### src/rtl/ebike_pkg.sv
// rtl/ebike_pkg.sv - shared constants and types for the e-bike sensor-conditioning path
package ebike_pkg;

  localparam int FILT_CNT_FAST = 16;
  localparam int FILT_CNT_SLOW = 1024;
  localparam int PRE_W_FAST    = 4;
  localparam int PRE_W_SLOW    = 16;

  typedef logic [7:0] cad_per_t;

  localparam cad_per_t CAD_PER_SAT = 8'hFF;

endpackage

### src/rtl/cadence_filt.sv
// rtl/cadence_filt.sv - cadence synchroniser, glitch filter and rising-edge detect
module cadence_filt
  import ebike_pkg::*;
#(
  parameter int FILT_CNT = FILT_CNT_FAST
) (
  input  logic clk,
  input  logic rst,
  input  logic cadence,
  output logic filt,
  output logic rise
);

  localparam int            FW   = $clog2(FILT_CNT);
  localparam logic [FW-1:0] FMAX = FW'(FILT_CNT - 1);

  logic [2:0]    sync;
  logic [FW-1:0] fcnt;
  logic          filt_q;
  logic          s;

  assign s = sync[2];

  // Comparing against the stage feeding s clears fcnt on the same edge s changes,
  // so a one-cycle change of s can never meet a saturated counter.
  always_ff @(posedge clk or posedge rst) begin
    if (rst) begin
      sync   <= '0;
      fcnt   <= '0;
      filt   <= 1'b0;
      filt_q <= 1'b0;
    end else begin
      sync <= {sync[1:0], cadence};
      if (sync[1] != s) begin
        fcnt <= '0;
      end else if (fcnt != FMAX) begin
        fcnt <= fcnt + FW'(1);
      end
      if (fcnt == FMAX && s != filt) begin
        filt <= s;
      end
      filt_q <= filt;
    end
  end

  assign rise = filt & ~filt_q;

endmodule

### src/rtl/cadence_meas.sv
// rtl/cadence_meas.sv - pedal cadence conditioning, period measurement and stall detection
module cadence_meas
  import ebike_pkg::*;
#(
  parameter bit FAST_SIM = 1'b0
) (
  input  logic       clk,
  input  logic       rst,
  input  logic       cadence,
  output logic       cadence_filt,
  output logic       cadence_rise,
  output logic [7:0] cadence_per,
  output logic       cadence_vld,
  output logic       not_pedaling
);

  localparam int       FILT_CNT = FAST_SIM ? FILT_CNT_FAST : FILT_CNT_SLOW;
  localparam int       PRE_W    = FAST_SIM ? PRE_W_FAST : PRE_W_SLOW;
  localparam cad_per_t CNT_LAST = CAD_PER_SAT - 8'd1;

  logic [PRE_W-1:0] pre;
  cad_per_t         cnt;
  logic             tick;

  cadence_filt #(
    .FILT_CNT(FILT_CNT)
  ) u_filt (
    .clk    (clk),
    .rst    (rst),
    .cadence(cadence),
    .filt   (cadence_filt),
    .rise   (cadence_rise)
  );

  assign tick = &pre;

  // A rise restarts timing and takes priority over a coincident tick, including the stall tick.
  always_ff @(posedge clk or posedge rst) begin
    if (rst) begin
      pre          <= '0;
      cnt          <= '0;
      cadence_per  <= CAD_PER_SAT;
      cadence_vld  <= 1'b0;
      not_pedaling <= 1'b1;
    end else begin
      cadence_vld <= 1'b0;
      if (cadence_rise) begin
        pre <= '0;
        cnt <= '0;
        if (not_pedaling) begin
          not_pedaling <= 1'b0;
        end else begin
          cadence_per <= cnt;
          cadence_vld <= 1'b1;
        end
      end else begin
        pre <= pre + PRE_W'(1);
        if (tick && cnt != CAD_PER_SAT) begin
          cnt <= cnt + 8'd1;
          if (cnt == CNT_LAST && !not_pedaling) begin
            not_pedaling <= 1'b1;
            cadence_per  <= CAD_PER_SAT;
            cadence_vld  <= 1'b1;
          end
        end
      end
    end
  end

endmodule

### config.mk
export PLATFORM = sky130hd
export DESIGN_NAME = cadence_meas
export DESIGN_NICKNAME = d
export VERILOG_FILES = /design/src/rtl/ebike_pkg.sv /design/src/rtl/cadence_filt.sv /design/src/rtl/cadence_meas.sv
export SDC_FILE = /design/constraint.sdc
export NUM_CORES = 1
export LEC_CHECK = 0
export BUFFER_PORTS_ARGS = -buffer_cell sky130_fd_sc_hd__buf_2
export CAP_MARGIN = 15
export CORE_ASPECT_RATIO = 0.75
export CORE_UTILIZATION = 35
export DETAILED_ROUTE_END_ITERATION = 8
export GPL_TIMING_DRIVEN = 0
export SLEW_MARGIN = 25
export SYNTH_ARGS = -nofsm -noshare
export SYNTH_HDL_FRONTEND = slang
export SYNTH_SLANG_ARGS = --single-unit
### constraint.sdc
create_clock -name clk -period 3.49 [get_ports clk]
set_input_delay 0.5235 -clock clk [delete_from_list [all_inputs] [get_ports clk]]
set_output_delay 0.5235 -clock clk [all_outputs]
set_load 0.01 [all_outputs]
==> impl_metrics.py <==
metrics = {
    "routing": {
        "viasPerCell": 5.081,
        "drt_wl_total_mm": 4.353,
        "wl_per_cell_um": 13.11,
        "vias": 1687,
        "drc": 0,
        "ant_nets": 0,
        "drtIter0Drc": 59,
        "drt_first_pass_iters": 4,
    },
    "floorplan": {
        "die_y_um": 72.90,
        "die_w_um": 96.54,
        "io_pins": 15,
        "die-area_um2": 7037,
        "num_rows": 25,
        "start_util_pct": 36.76,
        "core_um2": 6381,
    },
    "yosys": {
        "yosysMostFrequentCell": "dfrtp_1",
        "syn_avg_cell_area_um2": 10.24,
        "yosysTopAreaCell": "dfrtp_1",
        "ys_seq_elements": 49,
        "netlist.area_leader.share_pct": 42.67,
        "synth_edf_count": 0,
        "seq_area_frac_synth_pct": 52.75,
        "syn_inst": 229,
        "synthArstFlopShare_pct": 100.0,
        "yosys-top-cells-area": "dfrtp_1 43%, dfstp_2 10%, nor2_1 5.4%",
        "ys_types": 43,
        "ys.flop_type": "dfrtp_1",
        "synth_area_um2": 2346,
        "synth_common_cells": "40 x dfrtp_1, 34 x nor2_1, 22 x a21oi_1",
        "synth_nets": 236,
        "ys.warnings.count": 0,
    },
    "timing": {
        "relSlewSlack_pct": 47.77,
        "finalSetupViolCount": 0,
        "period_share_pct": 68.60,
        "rsz0062_at_grt": "false",
        "fin_skew_ns": 0.01379,
        "fin_crit_ns": 2.394,
        "drv_slew": 0,
        "setup_tns_ns": 0,
        "hold_viol": 0,
        "fmax_mhz": 417.7,
        "worst_pin_slew_ns": 0.7808,
    },
    "grt": {
        "gr-usage-all-layers_pct": 13.97,
        "grt_max_degree": 50,
        "overflow": 0,
        "antenna_found_initial": 0,
        "grt_pass1_vias": 1546,
        "grt_pass1_wl_mm": 7.458,
    },
    "place": {
        "place.gp.congestion": 0.7483,
        "port_buffers": 14,
        "hpwl_mm": 2.986,
    },
    "worst_setup_path": {
        "cp-startpoint": "u_filt.filt",
        "r2r-start": "pre[0]",
        "worstSetupEndpointType": "output pin",
        "crit_fanout": 10,
        "critical_path_arrival_ns": 1.87,
        "critPathRequiredTime_ns": 2.97,
        "critPathLaunchType": "flop",
        "path_class": "flop to output pin",
    },
    "final_layout": {
        "diodes": 0,
        "final_net_count": 257,
        "drive_gt1_share_pct": 18.73,
        "finalCoreUtilization_pct": 41.37,
        "syn2layout_area_growth_pct": 12.53,
    },
    "run": {
        "drv_cap": 0,
    },
    "pwr": {
        "intPower_w": 0.0008167,
        "p_per_area_nw_per_um2": 394.7,
        "p_seq_share_pct": 55.9,
        "p_switching_w": 0.0002254,
        "p_leak_nw": 1.177,
        "p_comb_share_pct": 2.8,
        "p_total_w": 0.001042,
        "switching_share_pct": 21.63,
        "power.share.clock_pct": 41.3,
        "irDropWorstVdd_mv": 0.2564,
    },
    "status": {
        "status": "completed",
    },
    "clocking": {
        "cts_htree_levels": 2,
        "numCtsBuffers": 5,
        "cts_post_setup_buffers_inserted": 0,
        "clockBufferDepth": 2,
        "cts-root-buf": "clkbuf_8",
        "cts.sinks": 49,
        "post_cts_resized": 0,
        "path_clk_slew_ns": 0.09,
        "cts_hold_buf": 0,
        "tritoncts": "built",
        "clock_latency_ns": 0.31,
    },
    "hold_path": {
        "hold_path_class": "primary input to asynchronous set/reset pin",
    },
}
layout make-up:
type,count,area (µm²)
Clock inverter,2,37.54
Fill cell,641,3741
Multi-Input combinational cell,168,1045
Timing Repair Buffer,14,70.07
Buffer,5,37.54
Sequential cell,49,1237
Inverter,7,28.78
Clock buffer,6,82.58
Tap cell,81,101.3
sequential cells by signal, summed over array words and instances, names as in the netlist:
register       count
pre               16
u_filt.filt        1
cadence_vld        1
u_filt.fcnt       10
u_filt.sync        3
cadence_per        8
u_filt.filt_q      1
not_pedaling       1
cnt                8
worst paths after layout:
| check | end | slack (ns) | cells past startpoint |
|---|---|---|---|
| setup / recovery | cadence_rise | 1.10 | 4 |
| hold / removal | cnt[1] | 0.27 | 2 |
| setup reg to reg | cadence_per[0] | 1.51 | 5 |
| hold reg to reg | u_filt.sync[1] | 0.37 | 0 |
| max in group asynchronous | u_filt.fcnt[6] | 2.78 | 2 |
| min in group clk | u_filt.sync[0] | 0.31 | 1 |
per-layer routing:
metal	track usage (%)	routed length [µm]
met1	21.77	2457
met2	18.23	1663
met3	3.438	161
met4	5.392	72
met5	0	0
through the flow:
step | cell area [µm²] | hold WS [ns] | setup WS, ns | instances
after floorplan | 2346 | 0.3312 | 1.788 | 229
after global placement | 2517 | 0.3519 | 1.111 | 324
after detailed placement | 2520 | 0.3478 | 1.381 | 324
after CTS | 2640 | 0.2971 | 1.015 | 332
after global routing | 2640 | 0.2980 | 0.9726 | 332
final | 2640 | 0.2736 | 1.096 | 332
layout by cell type (no fill, tap or decap), types with 3 or more instances in the layout:
cell,synthesis,final
dfrtp_1,40,40
nor2_1,34,34
a21oi_1,22,22
nand2_1,16,16
buf_2,0,14
nand3_1,13,13
xnor2_1,9,9
o21ai_0,9,9
dfstp_2,9,9
nor3_1,6,6
xor2_1,6,6
clkbuf_8,0,6
inv_1,6,5
or3_1,5,5
a31oi_1,4,4
or3_2,4,4
ha_1,4,4
nand2b_1,3,3
nor4_1,3,3
o31ai_1,3,3
critical path: stages (launching register included):
cell	delay (ns)
dfrtp_1	0.42
nand2b_1	0.24
clkinv_1	0.32
buf_1	0.35
buf_2	0.23
power groups by stage:
stage | combinational [W] | clock (W) | sequential [W]
floorplan | 0.0000220 | 0 | 0.000592
finish | 0.0000289 | 0.000431 | 0.000583
detailed placement | 0.0000302 | 0 | 0.000593
global route | 0.0000337 | 0.000462 | 0.000584
global placement | 0.0000293 | 0 | 0.000593
CTS | 0.0000303 | 0.000445 | 0.000583
cell families after synthesis:
group / count (synthesis) / share of synthesized area [%]
DFF: 49 / 52.75
AOI/OAI and AO/OA: 45 / 11.09
xor gates and xnor gates: 15 / 5.600
buffers and inverters: 12 / 2.720
muxes: 3 / 1.333
adders and majority gates: 4 / 2.133
and+or+nand+nor: 101 / 24.37
Power figures use the tool's default switching activity.
